$ cat src/rtl/uart_axil_if.sv
// AXI4-Lite bus bundle between a bus master and uart_axil_slave.
// Holds the AW, W, B, AR and R channels. Clock and reset are not part of the bundle.
interface uart_axil_if #(
  parameter int ADDR_WIDTH = 6,
  parameter int DATA_WIDTH = 32
);
  logic [ADDR_WIDTH-1:0]   s_awaddr;
  logic                    s_awvalid;
  logic                    s_awready;
  logic [DATA_WIDTH-1:0]   s_wdata;
  logic [DATA_WIDTH/8-1:0] s_wstrb;
  logic                    s_wvalid;
  logic                    s_wready;
  logic [1:0]              s_bresp;
  logic                    s_bvalid;
  logic                    s_bready;
  logic [ADDR_WIDTH-1:0]   s_araddr;
  logic                    s_arvalid;
  logic                    s_arready;
  logic [DATA_WIDTH-1:0]   s_rdata;
  logic [1:0]              s_rresp;
  logic                    s_rvalid;
  logic                    s_rready;

  modport master (
    output s_awaddr, s_awvalid, s_wdata, s_wstrb, s_wvalid, s_bready,
           s_araddr, s_arvalid, s_rready,
    input  s_awready, s_wready, s_bresp, s_bvalid, s_arready,
           s_rdata, s_rresp, s_rvalid
  );

  modport slave (
    input  s_awaddr, s_awvalid, s_wdata, s_wstrb, s_wvalid, s_bready,
           s_araddr, s_arvalid, s_rready,
    output s_awready, s_wready, s_bresp, s_bvalid, s_arready,
           s_rdata, s_rresp, s_rvalid
  );
endinterface

$ cat src/rtl/uart_axil_slave.sv
// AXI4-Lite slave bridging the bus onto the UART register-file port.
// Each of the AW, W and AR channels has a one-deep holding register.
// One FSM serialises writes and reads onto the single register port.
// When both a write and a read are pending, round-robin arbitration picks one.
//
// Handshake rule: a transfer on any channel happens on the rising uart_clk edge
// where both valid and ready are high. A valid, once raised, stays high with a
// stable payload until that edge.
//
// Optional build macro UART_AXIL_STRB_CHECK_EN: a legal-address write whose
// s_wstrb is not 4'hF is refused (no reg_wen) and answered with SLVERR.
// Without the macro, s_wstrb is ignored and every legal write is a full-word write.
module uart_axil_slave #(
  parameter int ADDR_WIDTH = 6,
  parameter int DATA_WIDTH = 32
) (
  input  logic                  uart_clk,
  input  logic                  rst_n,
  uart_axil_if.slave            s,
  output logic [3:0]            reg_addr,
  output logic [DATA_WIDTH-1:0] reg_wdata,
  output logic                  reg_wen,
  output logic                  reg_ren,
  input  logic [DATA_WIDTH-1:0] reg_rdata,
  input  logic                  reg_error,
  output logic [2:0]            fsm_state
);

  typedef enum logic [2:0] {IDLE, WRITE, WRESP, READ, RRESP} state_t;

  localparam logic [1:0] RESP_OKAY   = 2'b00;
  localparam logic [1:0] RESP_SLVERR = 2'b10;

  state_t                state, state_next;
  logic                  aw_held, w_held, ar_held;
  logic [ADDR_WIDTH-1:0] aw_addr, ar_addr;
  logic [DATA_WIDTH-1:0] w_data;
  logic                  last_rd;
  logic [1:0]            bresp, rresp;
  logic [DATA_WIDTH-1:0] rdata;
  logic                  wr_pend, rd_pend, wr_ok, rd_ok;

  // A register access must be word aligned and fall inside the 16-word window.
  function automatic logic addr_legal(input logic [ADDR_WIDTH-1:0] a);
    return (a[1:0] == 2'b00) && ((a >> 6) == '0);
  endfunction

  assign wr_pend = aw_held & w_held;
  assign rd_pend = ar_held;
  assign rd_ok   = addr_legal(ar_addr);

`ifdef UART_AXIL_STRB_CHECK_EN
  logic [DATA_WIDTH/8-1:0] w_strb;
  // Keep the byte strobes of the held write so partial writes can be refused.
  always_ff @(posedge uart_clk or negedge rst_n) begin
    if (!rst_n) w_strb <= '0;
    else if (s.s_wvalid && !w_held) w_strb <= s.s_wstrb;
  end
  assign wr_ok = addr_legal(aw_addr) && (&w_strb);
`else
  assign wr_ok = addr_legal(aw_addr);
`endif

  assign s.s_awready = !aw_held;
  assign s.s_wready  = !w_held;
  assign s.s_arready = !ar_held;
  assign s.s_bresp   = bresp;
  assign s.s_rresp   = rresp;
  assign s.s_rdata   = rdata;
  assign reg_wdata   = w_data;
  assign fsm_state   = state;

  // State register. Reset returns to IDLE, which drops both response valids at once.
  always_ff @(posedge uart_clk or negedge rst_n) begin
    if (!rst_n) state <= IDLE;
    else        state <= state_next;
  end

  // Next-state logic, register strobes and response valids.
  always_comb begin
    state_next = state;
    reg_wen    = 1'b0;
    reg_ren    = 1'b0;
    reg_addr   = 4'd0;
    s.s_bvalid = 1'b0;
    s.s_rvalid = 1'b0;
    case (state)
      IDLE: begin
        // On a tie, the write goes first unless the write was the last grant.
        if (wr_pend && (!rd_pend || last_rd)) state_next = WRITE;
        else if (rd_pend)                     state_next = READ;
      end
      WRITE: begin
        reg_wen    = wr_ok;
        reg_addr   = aw_addr[5:2];
        state_next = WRESP;
      end
      WRESP: begin
        s.s_bvalid = 1'b1;
        if (s.s_bready) state_next = IDLE;
      end
      READ: begin
        reg_ren    = rd_ok;
        reg_addr   = ar_addr[5:2];
        state_next = RRESP;
      end
      RRESP: begin
        s.s_rvalid = 1'b1;
        if (s.s_rready) state_next = IDLE;
      end
      default: state_next = IDLE;
    endcase
  end

  // Holding registers. A register fills when its channel is empty and is freed once the access is serviced.
  always_ff @(posedge uart_clk or negedge rst_n) begin
    if (!rst_n) begin
      aw_held <= 1'b0;
      w_held  <= 1'b0;
      ar_held <= 1'b0;
      aw_addr <= '0;
      ar_addr <= '0;
      w_data  <= '0;
    end else begin
      if (s.s_awvalid && !aw_held) begin
        aw_held <= 1'b1;
        aw_addr <= s.s_awaddr;
      end else if (state == WRITE) begin
        aw_held <= 1'b0;
      end
      if (s.s_wvalid && !w_held) begin
        w_held <= 1'b1;
        w_data <= s.s_wdata;
      end else if (state == WRITE) begin
        w_held <= 1'b0;
      end
      if (s.s_arvalid && !ar_held) begin
        ar_held <= 1'b1;
        ar_addr <= s.s_araddr;
      end else if (state == READ) begin
        ar_held <= 1'b0;
      end
    end
  end

  // Record the last grant and capture responses in the strobe cycle.
  always_ff @(posedge uart_clk or negedge rst_n) begin
    if (!rst_n) begin
      last_rd <= 1'b1;
      bresp   <= RESP_OKAY;
      rresp   <= RESP_OKAY;
      rdata   <= '0;
    end else begin
      if (state == IDLE && state_next == WRITE) last_rd <= 1'b0;
      if (state == IDLE && state_next == READ)  last_rd <= 1'b1;
      if (state == WRITE) bresp <= (wr_ok && !reg_error) ? RESP_OKAY : RESP_SLVERR;
      if (state == READ) begin
        rresp <= (rd_ok && !reg_error) ? RESP_OKAY : RESP_SLVERR;
        rdata <= rd_ok ? reg_rdata : '0;
      end
    end
  end

endmodule

$ cat src/flat_wrapper.sv
// flat-port wrapper written by rule: the top's interface ports become plain ports
module uart_axil_slave_flat 
#(
  parameter int ADDR_WIDTH = 6,
  parameter int DATA_WIDTH = 32
)
  (uart_clk, rst_n, reg_addr, reg_wdata, reg_wen, reg_ren, reg_rdata, reg_error, fsm_state, s_s_awaddr, s_s_awvalid, s_s_wdata, s_s_wstrb, s_s_wvalid, s_s_bready, s_s_araddr, s_s_arvalid, s_s_rready, s_s_awready, s_s_wready, s_s_bresp, s_s_bvalid, s_s_arready, s_s_rdata, s_s_rresp, s_s_rvalid);
  uart_axil_if #(.ADDR_WIDTH(ADDR_WIDTH), .DATA_WIDTH(DATA_WIDTH)) s_i ();
  input  logic uart_clk;
  input  logic rst_n;
  output logic [3:0] reg_addr;
  output logic [DATA_WIDTH-1:0] reg_wdata;
  output logic reg_wen;
  output logic reg_ren;
  input  logic [DATA_WIDTH-1:0] reg_rdata;
  input  logic reg_error;
  output logic [2:0] fsm_state;
  input wire logic [$bits(s_i.s_awaddr)-1:0] s_s_awaddr;
  input wire logic [$bits(s_i.s_awvalid)-1:0] s_s_awvalid;
  input wire logic [$bits(s_i.s_wdata)-1:0] s_s_wdata;
  input wire logic [$bits(s_i.s_wstrb)-1:0] s_s_wstrb;
  input wire logic [$bits(s_i.s_wvalid)-1:0] s_s_wvalid;
  input wire logic [$bits(s_i.s_bready)-1:0] s_s_bready;
  input wire logic [$bits(s_i.s_araddr)-1:0] s_s_araddr;
  input wire logic [$bits(s_i.s_arvalid)-1:0] s_s_arvalid;
  input wire logic [$bits(s_i.s_rready)-1:0] s_s_rready;
  output wire logic [$bits(s_i.s_awready)-1:0] s_s_awready;
  output wire logic [$bits(s_i.s_wready)-1:0] s_s_wready;
  output wire logic [$bits(s_i.s_bresp)-1:0] s_s_bresp;
  output wire logic [$bits(s_i.s_bvalid)-1:0] s_s_bvalid;
  output wire logic [$bits(s_i.s_arready)-1:0] s_s_arready;
  output wire logic [$bits(s_i.s_rdata)-1:0] s_s_rdata;
  output wire logic [$bits(s_i.s_rresp)-1:0] s_s_rresp;
  output wire logic [$bits(s_i.s_rvalid)-1:0] s_s_rvalid;
  assign s_i.s_awaddr = s_s_awaddr;
  assign s_i.s_awvalid = s_s_awvalid;
  assign s_i.s_wdata = s_s_wdata;
  assign s_i.s_wstrb = s_s_wstrb;
  assign s_i.s_wvalid = s_s_wvalid;
  assign s_i.s_bready = s_s_bready;
  assign s_i.s_araddr = s_s_araddr;
  assign s_i.s_arvalid = s_s_arvalid;
  assign s_i.s_rready = s_s_rready;
  assign s_s_awready = s_i.s_awready;
  assign s_s_wready = s_i.s_wready;
  assign s_s_bresp = s_i.s_bresp;
  assign s_s_bvalid = s_i.s_bvalid;
  assign s_s_arready = s_i.s_arready;
  assign s_s_rdata = s_i.s_rdata;
  assign s_s_rresp = s_i.s_rresp;
  assign s_s_rvalid = s_i.s_rvalid;
  uart_axil_slave #(.ADDR_WIDTH(ADDR_WIDTH), .DATA_WIDTH(DATA_WIDTH)) u_core (.uart_clk(uart_clk), .rst_n(rst_n), .s(s_i), .reg_addr(reg_addr), .reg_wdata(reg_wdata), .reg_wen(reg_wen), .reg_ren(reg_ren), .reg_rdata(reg_rdata), .reg_error(reg_error), .fsm_state(fsm_state));
endmodule
$ cat config.mk
export PLATFORM = sky130hd
export DESIGN_NAME = uart_axil_slave_flat
export DESIGN_NICKNAME = d
export VERILOG_FILES = /design/src/rtl/uart_axil_if.sv /design/src/rtl/uart_axil_slave.sv /design/src/flat_wrapper.sv
export SDC_FILE = /design/constraint.sdc
export NUM_CORES = 1
export LEC_CHECK = 0
export BUFFER_PORTS_ARGS = -buffer_cell sky130_fd_sc_hd__buf_4
export CAP_MARGIN = 20
export CORE_MARGIN = 4
export CORE_UTILIZATION = 51
export CTS_BUF_LIST = sky130_fd_sc_hd__clkbuf_16
export DETAILED_ROUTE_END_ITERATION = 16
export PLACE_DENSITY = 0.94
export SYNTH_ARGS = -nofsm -noshare
export SYNTH_HDL_FRONTEND = slang
export SYNTH_SLANG_ARGS = --single-unit
$ cat constraint.sdc
create_clock -name uart_clk -period 2.9 [get_ports uart_clk]
set_clock_uncertainty 0.05 [all_clocks]
set_input_delay 0.29 -clock uart_clk [delete_from_list [all_inputs] [get_ports uart_clk]]
set_output_delay 0.29 -clock uart_clk [all_outputs]
set_load 0.02 [all_outputs]
==> metrics, run 1 <==
most common cell after layout, fill and taps aside buf_4; post-cts resize count 0; total power 6.21 mW; most frequent cells in the layout buf_4, dfrtp_1, mux2_2, nor3b_1, mux2_4; P_leak ~2.6 nW; r2r setup slk around 1.1 ns; crit path kind register to primary output; CTS Buf Count 9; Max-slew headroom roughly 55%; largest net degree at the start of global routing 86; DP Area 0.00498 mm^2; DR vias approximately 2.6k; flops & latches, synth 85; CTS root buf clkbuf_16; Setup Buffers After CTS 0; htree depth 3; CP Capture Type primary output; FILL cells a little under 500; Cell Chain, Critical Path nor3b_2, nor3b_1, buf_4; RePlAce Congestion approximately 0.74; synth-to-layout area growth 41.8%; Vias/cell approximately 5.1; gr usage total around 20%; final slew viol count 0; Worst R2R End u_core.s.s_rdata[22]; dpl hpwl 6370 um; Design Area, Final approximately 0.0054 mm^2; final-stage net count 497; Clock Sinks 85; Crit-path slowest cell nor3b_2; R2R depth 3; cells after synthesis approximately 250; FMAX roughly 0.45 GHz; antenna violations before repair 0; WP data arrival between 1.5 and 2 ns; n_diodes 0; grt ovf 0; RR Startpoint u_core.fsm_state[2]; Reg clk slew, reported paths around 0.060 ns; Die Span X 94.0 um; Routed Antenna Nets 0; wire length per cell roughly 18 um; worst skew pair latency 0.32 ns; unrepaired setup endpoints after global routing false; maximum vdd drop between 0.6 and 0.7 mV; clock tree buffer depth 2; Setup crit start kind register; outcome finished clean; Starting Density 52.3%; crit-path max cell delay roughly 0.62 ns; num rows 31; PD cells 1160 mW/mm^2; vias in the first global route 2821; total iterations of the first detailed-routing run 4; post-synth cell types 25; syn_area_per_cell roughly 15 um^2; hold depth 2; Critical Path RT 2.56 ns; Core Region 0.00721 mm^2; Seq/Total Area, Yosys about 56%; Post-route DRC 0; min-delay src s_s_araddr[0]; Finished Core Util ~74%; CTS tree done; Period Utilization, post-route about three quarters; min-delay worst type input port to register; share of cells above drive strength 1 between 60 and 70%; IO Port Bufs roughly 160; Slew @ Worst Pin approximately 0.68 ns; worst-path maximum fanout 9; hold endpoint u_core.ar_addr[0]; DR iter-0 viols 61; Final Hold Viols 0; Post-Route WL approximately 9000 um; die height roughly 94 um; cts hold-fix bufs 0; Crit path max-delay family simple AND/OR/NAND/NOR gates; fin crit period around 2.2 ns; Max-cap violations 0; YS warnings 0; first-pass GRT wire length about 14000 um; # setup viols final 0; Mapped Area about 0.0038 mm^2; Sum Neg Setup Slack 0 ns; die area between 0.008 and 0.009 mm^2; CP bufs+invs 1; I/O pin cnt between 150 and 200; WHS about 0.15 ns
cell type report:
cell class	instances	area, um^2	area share (%)
timing repair buffer	169	1340	25.0
clock inverter	6	57.6	1.08
sequential	85	2130	39.8
multi-input combinational	140	1470	27.4
inverter	4	15.0	0.281
tap	99	124	2.31
clock buffer	9	225	4.21
stage by stage:
step | setup slack (ns) | instances
after floorplan | 0.919 | 252
after global placement | 1.10 | 493
after detailed placement | 1.05 | 493
after CTS | 0.691 | 508
after global routing | 0.586 | 512
final | 0.699 | 512
kinds of logic after synthesis:
group / after synthesis / share of synthesized area [%]
flops: 85 / 56.4
other cells: 1 / 0.0994
buf+inv: 27 / 4.97
compound gates: 11 / 2.35
mux: 78 / 26.7
simple gates: 49 / 9.52
state kept, by name, indices dropped and copies added (netlist names):
register          flops
u_core.last_rd        1
u_core.ar_held        1
u_core.s.s_bresp      1
u_core.reg_wdata     32
u_core.aw_addr        6
u_core.s.s_rresp      1
u_core.fsm_state      3
u_core.ar_addr        6
u_core.aw_held        1
u_core.w_held         1
u_core.s.s_rdata     32
worst max path at each step:
stage	from	slack, ns	cells after the start	endpoint
6_report	u_core.fsm_state[1]	0.70	3	reg_wen
5_1_grt	u_core.fsm_state[0]	0.59	3	reg_wen
4_1_cts	u_core.fsm_state[1]	0.69	3	reg_wen
3_5_place_dp	u_core.fsm_state[1]	1.05	3	reg_wen
3_3_place_gp	u_core.fsm_state[2]	1.10	3	u_core.s.s_rdata[6]
2_1_floorplan	u_core.fsm_state[2]	0.92	5	reg_ren
power breakdown:
| part | internal [mW] | switching (mW) | total, mW |
|---|---|---|---|
| Clock | 0.654 | 0.435 | 1.09 |
| Sequential | 1.75 | 0.374 | 2.12 |
| Combinational | 1.55 | 1.46 | 3.00 |
| Total | 3.95 | 2.27 | 6.21 |
synthesized netlist by cell type, drive strengths merged:
master	instances	area share, %
a21o	1	0.20
inv	4	0.40
o22a	1	0.23
nor2b	3	0.50
clkbuf	8	0.80
nor3b	37	7.5
mux2	78	27
buf	15	3.8
o21bai	3	0.60
and3b	1	0.23
nor4b	2	0.46
a21oi	1	0.13
or3	3	0.50
a311o	1	0.27
dfstp	1	0.70
nor2	2	0.20
a22o	4	0.93
conb	1	0.099
nand3	1	0.13
dfrtp	84	56
metal layers:
layer  routed length, um  global-route usage (%)  part of all wire [%]
met1                3470                    24.2                    38
met2                4770                    34.4                    53
met5                   0                       0                     0
met4                 136                    6.98                   1.5
met3                 632                    6.33                   7.0
Power figures use the tool's default switching activity.
==> inputs of run 2 (changes only) <==
- CORE_UTILIZATION: 51 -> 42
- PLACE_DENSITY: 0.94 -> 0.83
- clock period: 2.9 -> 2 ns (I/O delays scaled with it)
==> metrics, run 2 (synthesized netlist as in run 1, its figures left out) <==
synth-to-layout area growth 41.4%; n_diodes 0 (unchanged); I/O pin cnt 170 (unchanged); Clock Sinks 85 (unchanged); Setup crit start kind register; crit path capture reg_wen; # setup viols final 0 (unchanged); Core Region 0.00872 mm^2 (+21%); die height 103 um (+9.3%); most common cell after layout, fill and taps aside buf_4; Comb power frac 48.2% (about the same); htree depth 3 (unchanged); maximum vdd drop 0.863 mV (+37%); final cell count without fillers 526 (+2.7%); Psw 3.28 mW (+45%); CTS Buf Count 9 (unchanged); Max-cap violations 0 (unchanged); crit path kind register to primary output; R2R depth 3 (unchanged); Routed Antenna Nets 0 (unchanged); vias in the first global route 2820 (-0.035%); Vias/cell 4.92 (-3.1%); Max-slew headroom 60.0% (+5.2 points); Die Span X 103 um (+9.3%); DR iter-0 viols 77 (+26%); Cell Chain, Critical Path nor3b_2, buf_4, nor3b_1, buf_4; PD cells 1650 mW/mm^2 (+42%); grt ovf 0 (unchanged); Finished Core Util 61.2% (-13 points); P_leak 2.57 nW (-0.41%); IO Port Bufs 163 (unchanged); CP Capture Type primary output; gr usage total 16.6% (-3.6 points); RR Startpoint u_core.fsm_state[2]; Critical Path RT 1.75 ns (-0.81 ns); total iterations of the first detailed-routing run 4 (unchanged); first-pass GRT wire length 13700 um (-2.1%); Reg clk slew, reported paths 0.06 ns (about the same); Sum Neg Setup Slack 0 ns (unchanged); WP data arrival 1.64 ns (-0.22 ns); outcome finished clean; die area 0.0106 mm^2 (+20%); DP Area 0.00506 mm^2 (+1.5%); DR vias 2587 (-0.42%); final slew viol count 0 (unchanged); Crit-path slowest cell dfrtp_1; num rows 34 (+9.7%); wire length per cell 16.8 um (-4.6%); min-delay worst type input port to register; cell mode on critical path buf_4; Crit path max-delay family simple AND/OR/NAND/NOR gates; antenna violations before repair 0 (unchanged); Worst Setup SP u_core.fsm_state[1]; P_int 5.54 mW (+40%); post-cts resize count 0 (unchanged); crit-path max cell delay 0.46 ns (-0.16 ns); r2r setup slk 0.30 ns (-0.76 ns); Final Hold Viols 0 (unchanged); total power 8.82 mW (+42%); sequential share of power 34.9% (+0.8 points); Sw Share 37.2% (+0.71 points); CTS tree done; placed cell count 509 (+3.2%); critical path depth 4 (+1); Starting Density 43.3% (-9.0 points); Slew @ Worst Pin 0.600 ns (-0.0765 ns); dpl hpwl 6560 um (+3.0%); Design Area, Final 0.00534 mm^2 (-0.26%); Post-Route WL 8830 um (-2.0%); share of cells above drive strength 1 63.9% (+0.20 points); FMAX between 0.5 and 0.6 GHz; CTS root buf clkbuf_16; clock tree buffer depth 2 (unchanged); largest net degree at the start of global routing 38 (-56%); fin crit period roughly 1.9 ns; Period Utilization, post-route between 90% and 100%; unrepaired setup endpoints after global routing false; Post-route DRC 0 (unchanged); worst-path maximum fanout 9 (unchanged); worst skew pair latency 0.32 ns (about the same); CP bufs+invs 2 (+1); final-stage net count 501 (+0.80%); Worst R2R End u_core.s.s_rdata[19]; FILL cells 703 (+45%); most frequent cells in the layout buf_4, dfrtp_1, mux2_2, nor3b_1, mux2_4; RePlAce Congestion 0.753 (+2.2%); clock group share of total power 16.9% (-0.6 points)
## run 2: changes by cell type in the layout (fill, tap and decap cells not counted), sizes merged
cell,previous run,this run
buf,168,172
bufinv,1,0
clkinv,1,2
clkinvlp,2,3
## run 2: layer usage
layer	GRT usage (%)	wire, um
met2	27.8	4460
met5	0	0
met1	21.2	3640
met4	5.08	85
met3	4.26	648
## run 2: cell type report
class	count	area [um^2]	share of cell area (%)
multi-input combinational	140	1470	27.4
timing repair buffer	173	1330	24.8
clock inverter	7	42.5	0.797
clock buffer	9	225	4.22
inverter	4	15.0	0.281
tap	108	135	2.53
sequential	85	2130	39.9
## run 2: worst min-delay path by stage
stage	from	endpoint	depth (start not counted)
after floorplan	rst_n	u_core.ar_addr[0]	0
after global placement	rst_n	u_core.s.s_rdata[21]	1
after detailed placement	rst_n	u_core.s.s_rdata[22]	1
after CTS	s_s_wdata[1]	u_core.reg_wdata[1]	2
after global routing	s_s_wdata[14]	u_core.reg_wdata[14]	2
final	s_s_wdata[1]	u_core.reg_wdata[1]	2
## run 2: repair_timing
action | 4_1_cts | 5_1_grt
hold endpoints to repair | 28 | 0
endpoints found under the setup margin | 0 | 0
buffers inserted | 0 | 0
hold buffers | 1 | 0
## run 2: metrics by stage
step,hold WS (ns),setup WS (ns)
floorplan,-0.146,0.109
global placement,0.108,0.353
detailed placement,0.107,0.322
CTS,0.0416,0.100
global route,0.0396,0.0117
finish,0.0516,0.106
## run 2: power by group through the flow
stage | Clock [mW] | Combinational, mW | Sequential, mW
after detailed placement | 0 | 4.31 | 3.10
after global placement | 0 | 4.20 | 3.06
after floorplan | 0 | 2.02 | 3.73
after CTS | 1.52 | 4.31 | 3.09
after global routing | 1.60 | 4.53 | 3.19
final | 1.49 | 4.25 | 3.08
==> inputs of run 3 (changes only) <==
- CORE_MARGIN: 4 -> 3
==> metrics, run 3 (synthesized netlist as in run 1, its figures left out) <==
Crit-path slowest cell dfrtp_2; FMAX 0.524 GHz (-0.79%); Slew @ Worst Pin 0.589 ns (-0.0104 ns); CTS tree done; outcome finished clean; num rows 33 (-2.9%); antenna violations before repair 0 (unchanged); PD cells 1680 mW/mm^2 (+1.7%); Post-Route WL 8610 um (-2.5%); die area 0.0102 mm^2 (-3.9%); total iterations of the first detailed-routing run 4 (unchanged); wire length per cell 16.5 um (-1.7%); Clock Sinks 85 (unchanged); Worst Setup SP u_core.fsm_state[2]; crit-path max cell delay 0.48 ns (+0.02 ns); P_leak 2.60 nW (+1.1%); htree depth 3 (unchanged); Finished Core Util 63.7% (+2.5 points); final-stage net count 501 (unchanged); metal3 WL 635 um (-2.0%); share of cells above drive strength 1 64.5% (+0.63 points); Design Area, Final 0.00539 mm^2 (+1.0%); total power 9.07 mW (+2.8%); fin crit period 1.91 ns (+0.0151 ns); DP Area 0.00505 mm^2 (-0.12%); most frequent cells in the layout buf_4, dfrtp_1, mux2_2, nor3b_1, mux2_4; dpl hpwl 6270 um (-4.5%); grt ovf 0 (unchanged); CP bufs+invs 2 (unchanged); Vias/cell 4.94 (+0.42%); Final Hold Viols 0 (unchanged); Routed Antenna Nets 0 (unchanged); final slew viol count 0 (unchanged); FILL cells 648 (-7.8%); most common cell after layout, fill and taps aside buf_4; synth-to-layout area growth 42.9%; CTS root buf clkbuf_16; DR iter-0 viols 87 (+13%); Sum Neg Setup Slack 0 ns (unchanged); Setup crit start kind register; min-delay worst type input port to register; CTS Buf Count 9 (unchanged); unrepaired setup endpoints after global routing false; first-pass GRT wire length 13700 um (-0.30%); WP data arrival 1.66 ns (+0.02 ns); Critical Path RT 1.75 ns (about the same); largest net degree at the start of global routing 45 (+18%); Reg clk slew, reported paths 0.06 ns (about the same); die height 101 um (-1.9%); IO Port Bufs 163 (unchanged); # setup viols final 0 (unchanged); Period Utilization, post-route 95.4% (+0.76 points); min-delay src s_s_wdata[7]; CP Capture Type primary output; n_diodes 0 (unchanged); Top Layer Used met4; Max-slew headroom 60.6% (+0.69 points); RR Startpoint u_core.w_held; Post-route DRC 0 (unchanged); DR vias 2578 (-0.35%); worst skew pair latency 0.32 ns (about the same); RePlAce Congestion 0.766 (+1.7%); Max-cap violations 0 (unchanged); Die Span X 101 um (-1.9%); worst-path maximum fanout 17 (+8); Starting Density 44.6% (+1.3 points); maximum vdd drop 0.911 mV (+5.5%); routed length on met2 4200 um (-5.9%); clock tree buffer depth 2 (unchanged); I/O pin cnt 170 (unchanged); gr usage total 17.0% (+0.44 points); met1 wire length 3680 um (+1.1%); Cell Chain, Critical Path and3b_2, buf_12, nor3b_1, buf_4; Core Region 0.00846 mm^2 (-2.9%); vias in the first global route 2751 (-2.4%); crit path kind register to primary output; Crit path max-delay family simple AND/OR/NAND/NOR gates
==> run 3: cell types whose count changed in the layout (fill, tap and decap cells not counted), sizes merged <==
| cell | change |
|---|---|
| bufinv | +2 |
| clkinvlp | -2 |
| inv | -1 |
==> run 3: final timing paths <==
check,depth (start not counted),slack [ns],to
min in group asynchronous,2,0.35,u_core.s.s_rdata[8]
min,2,0.05,u_core.reg_wdata[7]
max,4,0.09,reg_ren
max reg2reg,3,0.48,u_core.reg_wdata[27]
min reg2reg,1,0.46,u_core.reg_wdata[6]
max in group asynchronous,3,0.90,u_core.s.s_rdata[20]
==> run 3: routing by layer <==
| metal | up-vias | track usage (%) |
|---|---|---|
| met3 | 10 | 3.60 |
| li1 | 1201 | - |
| met4 | 0 | 4.97 |
| met1 | 1264 | 22.3 |
| met2 | 103 | 28.5 |
| met5 | - | 0 |
==> run 3: report_power, final <==
part / internal (mW) / total [mW] / switching (mW) / leakage [nW]
Combinational: 2.22 / 4.28 / 2.06 / 1.41
Clock: 1.07 / 1.69 / 0.616 / 0.150
Sequential: 2.54 / 3.10 / 0.563 / 1.04
==> run 3: cell type report <==
class                      instances  area, um^2  area share [%]
clock inverter                     6        80.1            1.48
clock buffer                       9         225            4.18
tap                              105         131            2.44
inverter                           4        15.0           0.278
multi-input combinational        140        1470            27.3
sequential                        85        2130            39.5
timing repair buffer             173        1340            24.8
==> run 3: what timing repair did <==
action	CTS	global route
setup endpoints to repair	1	2
hold endpoints to repair	40	0
gates resized for setup	1	2
hold buffers	1	0
setup buffers	0	2
==> run 3: metrics by stage <==
stage	hold slack (ns)	worst slack (ns)	instances
detailed placement	0.174	0.363	504
global route	0.0489	0.0234	522
CTS	0.0405	0.0320	520
floorplan	-0.146	0.109	252
global placement	0.166	0.395	504
finish	0.0549	0.0910	522
